## src/rtl/load_store_unit.sv

```systemverilog
// load_store_unit -- MEM-stage load/store unit in front of a byte-addressed,
// big-endian, word-wide DataMemory.
//
// Turns LB/LBU/LH/LHU/LW/SB/SH/SW requests into word-aligned memory
// accesses. Byte and half stores are done as read-modify-write (RD then WR).
// Load data is lane-selected and sign/zero-extended. Misaligned, illegal-op
// and out-of-range requests complete straight away with Error=1 and never
// touch memory.
//
// Ports:
//   Clk, Rst_n                     clock, async active-low reset
//   ReqValid/ReqWrite/ReqOp/
//   ReqAddr/ReqWData               request from EX/MEM (ReqOp: 000 B, 001 H,
//                                  010 W, 100 BU, 101 HU)
//   Busy                           pipeline stall (RD/WR states)
//   RespValid/RespData/Error       one-cycle completion, held data/error
//   MemAddress/MemWriteData/
//   MemRead/MemWrite/MemReadData   DataMemory interface (all registered)
//   LoadCount/StoreCount/
//   ErrorCount                     only with LSU_PERF_COUNTERS_EN defined
//
// Build option: `define LSU_PERF_COUNTERS_EN adds the completion counters.

// One big-endian byte lane of the store merge. BE_IDX is the big-endian byte
// number (0 = bits 31:24). The lane takes new data when the store covers it.
module lsu_byte_lane #(
  parameter int BE_IDX = 0
) (
  input  logic [1:0]  size,     // 00 byte, 01 half
  input  logic [1:0]  offset,
  input  logic [15:0] wdata,
  input  logic [7:0]  rd_byte,
  output logic [7:0]  wr_byte
);
  localparam logic [1:0] IDX = 2'(BE_IDX);

  always_comb begin
    wr_byte = rd_byte;
    if (size == 2'b00 && offset == IDX)
      wr_byte = wdata[7:0];
    else if (size == 2'b01 && offset == IDX)
      wr_byte = wdata[15:8];                 // big-endian: MSB at lower address
    else if (size == 2'b01 && offset + 2'd1 == IDX)
      wr_byte = wdata[7:0];
  end
endmodule

module load_store_unit #(
  parameter int unsigned MEM_BYTES = 65536
) (
  input  logic        Clk,
  input  logic        Rst_n,
  input  logic        ReqValid,
  input  logic        ReqWrite,
  input  logic [2:0]  ReqOp,
  input  logic [31:0] ReqAddr,
  input  logic [31:0] ReqWData,
  output logic        Busy,
  output logic        RespValid,
  output logic [31:0] RespData,
  output logic        Error,
  output logic [31:0] MemAddress,
  output logic [31:0] MemWriteData,
  output logic        MemRead,
  output logic        MemWrite,
  input  logic [31:0] MemReadData
`ifdef LSU_PERF_COUNTERS_EN
  ,
  output logic [31:0] LoadCount,
  output logic [31:0] StoreCount,
  output logic [31:0] ErrorCount
`endif
);
  localparam int NUM_LANES = 4;

  typedef enum logic [1:0] {IDLE, RD, WR, DONE} state_t;

  // Only the fields still needed after accept are kept; the word address
  // lives in MemAddress.
  typedef struct packed {
    logic        write;
    logic [2:0]  op;
    logic [1:0]  off;
    logic [15:0] wdata;
  } req_t;

  state_t state, state_n;
  req_t   req_q;

  logic accept;
  logic req_err;
  logic [32:0] last_byte;

  assign accept = ReqValid && (state == IDLE || state == DONE);

  // Request legality, evaluated on the live request inputs at accept.
  always_comb begin
    last_byte = {1'b0, ReqAddr[31:2], 2'b00} + 33'd3;
    req_err = 1'b0;
    if (ReqOp == 3'b011 || ReqOp == 3'b110 || ReqOp == 3'b111) req_err = 1'b1;
    if (ReqWrite && ReqOp[2])                                   req_err = 1'b1;
    if (ReqOp[1:0] == 2'b01 && ReqAddr[0])                      req_err = 1'b1;
    if (ReqOp == 3'b010 && ReqAddr[1:0] != 2'b00)               req_err = 1'b1;
    if (last_byte >= 33'(MEM_BYTES))                            req_err = 1'b1;
  end

  always_comb begin
    state_n = state;
    case (state)
      IDLE, DONE: begin
        if (DONE == state) state_n = IDLE;
        if (accept) begin
          if (req_err)                state_n = DONE;
          else if (!ReqWrite)         state_n = RD;
          else if (ReqOp == 3'b010)   state_n = WR;
          else                        state_n = RD;   // sub-word store: RMW
        end
      end
      RD:      state_n = req_q.write ? WR : DONE;
      WR:      state_n = DONE;
      default: state_n = IDLE;
    endcase
  end

  // Store merge: memory word as big-endian lanes, one lane instance each.
  logic [NUM_LANES-1:0][7:0] rd_lanes, wr_lanes;
  assign rd_lanes = MemReadData;

  for (genvar g = 0; g < NUM_LANES; g++) begin : g_lane
    lsu_byte_lane #(.BE_IDX(NUM_LANES - 1 - g)) u_lane (
      .size    (req_q.op[1:0]),
      .offset  (req_q.off),
      .wdata   (req_q.wdata),
      .rd_byte (rd_lanes[g]),
      .wr_byte (wr_lanes[g])
    );
  end

  // Load lane select and extension.
  logic [7:0]  ld_byte;
  logic [15:0] ld_half;
  logic [31:0] ld_data;

  always_comb begin
    case (req_q.off)
      2'd0:    ld_byte = MemReadData[31:24];
      2'd1:    ld_byte = MemReadData[23:16];
      2'd2:    ld_byte = MemReadData[15:8];
      default: ld_byte = MemReadData[7:0];
    endcase
    ld_half = req_q.off[1] ? MemReadData[15:0] : MemReadData[31:16];
    case (req_q.op)
      3'b000:  ld_data = {{24{ld_byte[7]}}, ld_byte};
      3'b100:  ld_data = {24'h0, ld_byte};
      3'b001:  ld_data = {{16{ld_half[15]}}, ld_half};
      3'b101:  ld_data = {16'h0, ld_half};
      3'b010:  ld_data = MemReadData;
      default: ld_data = 32'h0;
    endcase
  end

  always_ff @(posedge Clk or negedge Rst_n) begin
    if (!Rst_n) begin
      state        <= IDLE;
      req_q        <= '0;
      Busy         <= 1'b0;
      RespValid    <= 1'b0;
      RespData     <= 32'h0;
      Error        <= 1'b0;
      MemAddress   <= 32'h0;
      MemWriteData <= 32'h0;
      MemRead      <= 1'b0;
      MemWrite     <= 1'b0;
    end else begin
      state     <= state_n;
      // Memory strobes are decoded from the next state so each RD/WR cycle
      // gets exactly one registered pulse, and RD->DONE->RD leaves a gap.
      MemRead   <= (state_n == RD);
      MemWrite  <= (state_n == WR);
      Busy      <= (state_n == RD) || (state_n == WR);
      RespValid <= (state_n == DONE);

      if (accept) begin
        req_q <= '{write: ReqWrite, op: ReqOp, off: ReqAddr[1:0],
                   wdata: ReqWData[15:0]};
        if (req_err) begin
          Error    <= 1'b1;
          RespData <= 32'h0;
        end else begin
          MemAddress <= {ReqAddr[31:2], 2'b00};
          if (ReqWrite && ReqOp == 3'b010) MemWriteData <= ReqWData;
        end
      end

      // Leaving RD: either finish the load or stage the merged store word.
      if (state == RD) begin
        if (req_q.write) MemWriteData <= wr_lanes;
        else begin
          RespData <= ld_data;
          Error    <= 1'b0;
        end
      end

      if (state == WR) begin
        RespData <= 32'h0;
        Error    <= 1'b0;
      end
    end
  end

`ifdef LSU_PERF_COUNTERS_EN
  always_ff @(posedge Clk or negedge Rst_n) begin
    if (!Rst_n) begin
      LoadCount  <= 32'h0;
      StoreCount <= 32'h0;
      ErrorCount <= 32'h0;
    end else begin
      if (accept && req_err)           ErrorCount <= ErrorCount + 32'd1;
      if (state == RD && !req_q.write) LoadCount  <= LoadCount + 32'd1;
      if (state == WR)                 StoreCount <= StoreCount + 32'd1;
    end
  end
`endif

endmodule

```

## config.mk

```make
export PLATFORM = sky130hd
export DESIGN_NAME = load_store_unit
export DESIGN_NICKNAME = d
export VERILOG_FILES = /design/src/rtl/load_store_unit.sv
export SDC_FILE = /design/constraint.sdc
export NUM_CORES = 1
export LEC_CHECK = 0
export ABC_AREA = 0
export CAP_MARGIN = 20
export CORE_ASPECT_RATIO = 1.4
export CORE_MARGIN = 10
export CORE_UTILIZATION = 44
export CTS_BUF_LIST = sky130_fd_sc_hd__clkbuf_4 sky130_fd_sc_hd__clkbuf_8
export DETAILED_ROUTE_END_ITERATION = 8
export MAX_ROUTING_LAYER = met4
export PLACE_DENSITY = 0.76
export SLEW_MARGIN = 10
export SYNTH_ARGS = -nofsm -noshare
export SYNTH_HDL_FRONTEND = slang
export SYNTH_SLANG_ARGS = --single-unit
```

## constraint.sdc

```tcl
create_clock -name Clk -period 2.45 [get_ports Clk]
set_input_delay 0.735 -clock Clk [delete_from_list [all_inputs] [get_ports Clk]]
set_output_delay 0.735 -clock Clk [all_outputs]
set_load 0.01 [all_outputs]
```

* Word-level counts from Yosys, hierarchy flattened
Cells that the tools add are included.
** Operators by class
- Shifts and indexed selects :: 0
- Reduce and logical (&&, ||, !) cells :: 29
- Mux-type cells :: 42
- Bitwise operators :: 1
- Eq/ne operators :: 23
- Order comparisons :: 1
- Div/mod/pow operators :: 0
- Multipliers :: 0
- $add $sub $neg :: 2
** Operators with widths (count)
- 2-to-1 mux 32 bit :: 10
- one-hot mux 32 bit (5 select lines) :: 1
- 2-to-1 mux 8 bit :: 12
- adder 32 x 2 -> 33 bit, second input constant :: 1
- greater-or-equal comparator 33 x 17 -> 1 bit, second input constant :: 1
- one-hot mux 8 bit (3 select lines) :: 1
- logical AND 1 bit :: 17
- == test 2 bit, second input constant :: 8
- 2-to-1 mux 16 bit :: 1
- == test 2 x 1 -> 1 bit, second input constant :: 6
- == test 3 bit, second input constant :: 4
- 2-to-1 mux 1 bit :: 11
- 2-to-1 mux 2 bit :: 5
- == test 3 x 2 -> 1 bit, second input constant :: 3
- logical NOT 2 bit :: 4
- one-hot mux 2 bit (3 select lines) :: 1
- logical OR 1 bit :: 4
- == test 3 x 1 -> 1 bit, second input constant :: 1
- logical NOT 3 bit :: 1
- adder 2 x 1 -> 2 bit, second input constant :: 1
- == test 2 bit, first input constant :: 1
- AND reduction 2 bit :: 1
- nonzero test 2 bit :: 1
- OR reduction 2 bit :: 1
- inverter 1 bit :: 1
** Storage, ports and cells
- Bits in read-only memories :: 0
- Memories kept :: 0
- Flip-flop bits (word level) :: 123
- Input bits :: 103
- Logic and storage cells :: 111
- Latch bits :: 0
- Bits in writable memories :: 0
- Output and inout bits :: 101

* Depth between registers and ports, before layout
- Depth in word-level cells :: 13
- Depth in mapped cells :: 11
- Depth with buffers taken out :: 9

* Hierarchy
A second synthesis with hierarchy kept.
** Second synthesis, totals
- Cell total of the unflattened synthesis :: 587
- Area, all modules :: 6771.5 um^2
** By module, submodules not included
- load_store_unit :: times used 1, sequential area each 3078.0 um^2, area an instance 5851.9 um^2, cells an instance 482
- lsu_byte_lane at g_lane[2].u_lane :: times used 1, sequential area each 0.0 um^2, area an instance 261.5 um^2, cells an instance 30
- lsu_byte_lane at g_lane[0].u_lane :: times used 1, sequential area each 0.0 um^2, area an instance 259.0 um^2, cells an instance 31
- lsu_byte_lane at g_lane[3].u_lane :: times used 1, sequential area each 0.0 um^2, area an instance 206.4 um^2, cells an instance 22
- lsu_byte_lane at g_lane[1].u_lane :: times used 1, sequential area each 0.0 um^2, area an instance 192.7 um^2, cells an instance 22

* Worst setup path before layout
OpenSTA, ideal clock, no wires.
- Kind :: input to register
- Start point :: input ReqOp[2]
- End point :: register MemRead
- Setup slack :: 0.172 ns
- Arrival :: 2.156 ns
- Buffers on the path :: 2
- Cell stages on the path :: 8
- Required time :: 2.329 ns
- Setup time :: 0.121 ns
- Cells stage by stage :: o41ai_2 -> nand3_1 -> nor3_2 -> buf_6 -> buf_8 -> o21ai_0 -> o31a_1 -> ha_1
** Between the ends
- Longest elaborated chain between the ends :: 12
- Elaborated cells between the ends (all ways) :: 19
- Those cells by class :: eq/ne (5); mux (10); reduce/logical (4)
** RTL lines
- start, declared :: line 55 : input logic [2:0] ReqOp,
- == test 3 x 2 -> 1 bit or == test 3 bit (tied branches) :: line 100 : if (ReqOp == 3'b011 || ReqOp == 3'b110 || ReqOp == 3'b111) req_err = 1'b1;
- logical OR 1 bit (2 in a row) :: line 100
- 2-to-1 mux 1 bit :: line 100
- 2-to-1 mux 1 bit :: line 101 : if (ReqWrite && ReqOp[2]) req_err = 1'b1;
- 2-to-1 mux 1 bit :: line 102 : if (ReqOp[1:0] == 2'b01 && ReqAddr[0]) req_err = 1'b1;
- 2-to-1 mux 1 bit :: line 103 : if (ReqOp == 3'b010 && ReqAddr[1:0] != 2'b00) req_err = 1'b1;
- 2-to-1 mux 1 bit :: line 104 : if (last_byte >= 33'(MEM_BYTES)) req_err = 1'b1;
- 2-to-1 mux 2 bit * :: line 113 : if (req_err) state_n = DONE;
- 2-to-1 mux 2 bit * :: line 112 : if (accept) begin
- one-hot mux 2 bit (3 select lines) * :: line 109 : case (state)
- net state_n[0] :: line 87 : state_t state, state_n;
- == test 2 x 1 -> 1 bit * :: line 178 : MemRead <= (state_n == RD);
- end signal, assigned :: line 178
- end, declared :: line 64 : output logic MemRead,
The timed path passes the listed nets; every way through them passes the cells marked *.
A chain may end at the register's enable or synchronous reset.

* Final worst setup path
- Start point :: input ReqOp[2]
- End point :: register MemWriteData[23]
** Between the ends
- Longest elaborated chain between the ends :: 12
- Elaborated cells between the ends (all ways) :: 19
- Those cells by class :: eq/ne (4); mux (10); reduce/logical (5)
** RTL lines
- == test 3 x 2 -> 1 bit or == test 3 bit (tied branches) :: line 100
- logical OR 1 bit (2 in a row) :: line 100
- 2-to-1 mux 1 bit :: line 100
- 2-to-1 mux 1 bit :: line 101
- 2-to-1 mux 1 bit :: line 102
- 2-to-1 mux 1 bit :: line 103
- 2-to-1 mux 1 bit :: line 104
- 2-to-1 mux 32 bit * :: line 186 : if (req_err) begin
- 2-to-1 mux 32 bit * :: line 183 : if (accept) begin
- 2-to-1 mux 32 bit :: line 197 : if (req_q.write) MemWriteData <= wr_lanes;
- 2-to-1 mux 32 bit * :: line 196 : if (state == RD) begin
- end signal, assigned :: line 191 : if (ReqWrite && ReqOp == 3'b010) MemWriteData <= ReqWData;
- end signal, assigned :: line 197
- end, declared :: line 63 : output logic [31:0] MemWriteData,
Mark *: on every way between the ends. The rest lies on a longest branch, timed or not.

==> impl_results.md <==
* Status: complete, no violations
* Rows at 51
* Final worst setup slack at 0.122 ns
* Vias/cell at 5.87
* Sequential area share after synthesis at 0.495
* Largest net degree at the start of global routing at 40
* Achievable Freq at 429 MHz
* Synth warn at 0
* CP max FO at 15
* Register-to-Register Path Depth at 10
* Syn avg cell area at 10.7 µm²
* Area post-placement at 8680 µm²
* CP cell instances: clkdlybuf4s50_1 -> o41ai_2 -> nand3_1 -> nor3_4 -> buf_12 -> buf_12 -> buf_4 -> nand3_1 -> o211ai_1
* # setup viols final at 0
* Final Max Slew Viols at 0
* Vias in the first global route at 6369
* Vias at 5883
* Power Dens Cells at 1040 nW/µm²
* Drt total wl at 22800 µm
* FF-to-FF End: MemWriteData[23]
* Clock slew at reported path FFs at 0.08 ns
* CP endpoint kind: flop
* CP max stage cell: clkdlybuf4s50_1
* Most common cell after layout, fill and taps aside: clkdlybuf4s50_1
* GRT Util Overall at 0.239
* Max IR drop VDD at 0.000551 V
* Place WS at -0.380 ns
* CTS tree: done
* Drt wl/cell at 22.7 µm
* Clk_skew at 0.0133 ns
* Post-Syn Area at 6220 µm²
* Sink Count at 123
* Fraction of layout cells with a size suffix above 1 at 0.154
* Critical path class: primary input to flop
* Slowest stage delay, CP at 0.45 ns
* Final period util at 0.950
* CP delay by family, top: buffers and inverters
* Commonest cells after routing, fill and taps aside: clkdlybuf4s50_1, dfrtp_1, nor2_1, mux2i_1, a21oi_1
* Die width at 120 µm
* Final hold slack at 0.283 ns
* Startpoint Class: primary input
* Synth Instances at 581
* Detail Placement HPWL at 17300 µm
* Min-Delay Path Class: primary input to asynchronous set/reset pin
* Post-synth cell types at 49
* Inserted Diodes at 0
* Fin area at 9200 µm²
* Core ar. at 13900 µm²
* Post-synthesis register bit count at 123
* # Max-Cap Violations at 0
* Ys flop type: dfrtp_1
* Critical path required time at 2.81 ns
* Synth async-reset ratio at 1.00
* Die Span Y at 161 µm
* Grt total ovfl at 0
* Antenna violations before repair at 0
* Period minus WS final at 2.33 ns
* Worst skew pair latency at 0.44 ns
* Num CTS Buffers at 17
* Final number of hold-violating endpoints at 0
* R2R Setup Slk at 0.20 ns
* Nets at 915
* Total Power at 9.61 mW
* Worst R2R Start: state[0]
* Worst Tran Pin Value at 0.731 ns
* Final ANT Viol Nets at 0
* Hold-fix buffers, CTS at 0
* WP data arrival at 2.69 ns
* Root Buffer: clkbuf_8
* First-pass GRT wire length at 35700 µm
* # H-tree levels at 4
* 1st-iter DRT viols at 622
* DRC at 0
* Post-synth EDFFs at 0
* I/O Buffers at 201
* Area grow syn2layout at 47.9%
* Slew Limit Headroom at 0.513
* Initial Util at 0.447
* First-pass iteration count of the detailed router at 5
* Die area at 19400 µm²
* Buf+Inv Stages, Crit Path at 4
* Leakage at 3.79 nW
* Clk buf depth at 2
* IO Pins at 204
* RePlAce Congestion at 0.911
==> state kept, by name (all words and copies together) (netlist names) <==
| register | flops |
|---|---|
| MemWriteData | 32 |
| RespData | 32 |
| MemAddress | 30 |
| req_q | 22 |
| state | 2 |
| Busy | 1 |
| Error | 1 |
| MemRead | 1 |
| MemWrite | 1 |
| RespValid | 1 |
==> worst max-delay path by stage <==
stage | from | end | slack (ns) | cells after the start
floorplan | ReqOp[2] | MemRead | 0.17 | 8
global placement | ReqOp[2] | MemWriteData[18] | -0.25 | 8
detailed placement | ReqOp[2] | MemWriteData[23] | -0.38 | 8
CTS | ReqOp[2] | MemWriteData[23] | 0.08 | 8
global route | ReqAddr[29] | MemWriteData[31] | -0.02 | 9
finish | ReqOp[2] | MemWriteData[23] | 0.12 | 9
==> synthesized netlist by cell type, types with 5 or more instances <==
library cell	count	area, µm²
o22ai_1	16	100
dfrtp_1	123	3080
ha_1	7	87.6
a21oi_1	47	235
o2bb2ai_1	26	228
nand3_1	19	95.1
clkbuf_1	22	82.6
buf_2	9	45.0
inv_1	6	22.5
o221ai_1	23	201
a31oi_1	8	50.1
mux2i_1	50	500
nand2_1	23	86.3
o21ai_1	6	30.0
a211oi_1	5	37.5
nor2_1	50	188
nor2b_1	19	119
nor4_1	5	31.3
nand2b_1	8	50.1
a221oi_1	8	70.1
mux2_2	35	394
o21ai_0	15	75.1
==> per-stage QoR <==
stage	cells	util	TNS [ns]
final	1003	0.661	0
after global routing	1003	0.661	-0.0180
after CTS	1001	0.657	0
after detailed placement	969	0.624	-24.83
after global placement	969	0.624	-17.25
after floorplan	582	-	0
==> timing repair <==
action                                  CTS  global route
setup buffers                             0             1
endpoints found under the setup margin    0            10
gates resized for setup                   0             3
==> area by class of cell <==
cell class / instances / area, µm²
multi-input combinational: 410 / 2930
sequential: 123 / 3080
fill: 1126 / 4710
timing repair buffer: 247 / 2480
clock buffer: 18 / 248
clock inverter: 14 / 208
tap: 185 / 231
inverter: 6 / 22.5
==> cell families (layout without fill, tap and decap cells) <==
logic type / Yosys count / in the layout / share of synthesized area
other: 1 / 2 / 0.000603
AO/OA/AOI/OAI: 175 / 175 / 0.194
buffers and inverters: 49 / 285 / 0.0398
flip-flops: 123 / 123 / 0.495
AND/OR/NAND/NOR: 140 / 140 / 0.109
multiplexers: 86 / 86 / 0.148
adder cells (fa/ha/maj): 7 / 7 / 0.0141
==> layer usage <==
layer / track usage / part of all wire
met5: - / 0
met4: 0.100 / 0.034
met3: 0.0568 / 0.082
met2: 0.395 / 0.51
met1: 0.272 / 0.37
==> worst register-to-register path: cells and delay by family (launching register included) <==
kind            cells  cell delay [ns]
simple gates        4             0.71
buf+inv             4             0.58
fa+ha+maj           1             0.40
flops               1             0.37
compound gates      1             0.12
==> power by group <==
group,leakage (nW),internal [mW],switching (mW)
clock,0.223,1.16,0.911
sequential,1.59,2.59,0.587
combinational,1.97,2.08,2.28
Note: power is estimated with default switching activity, not from simulation.
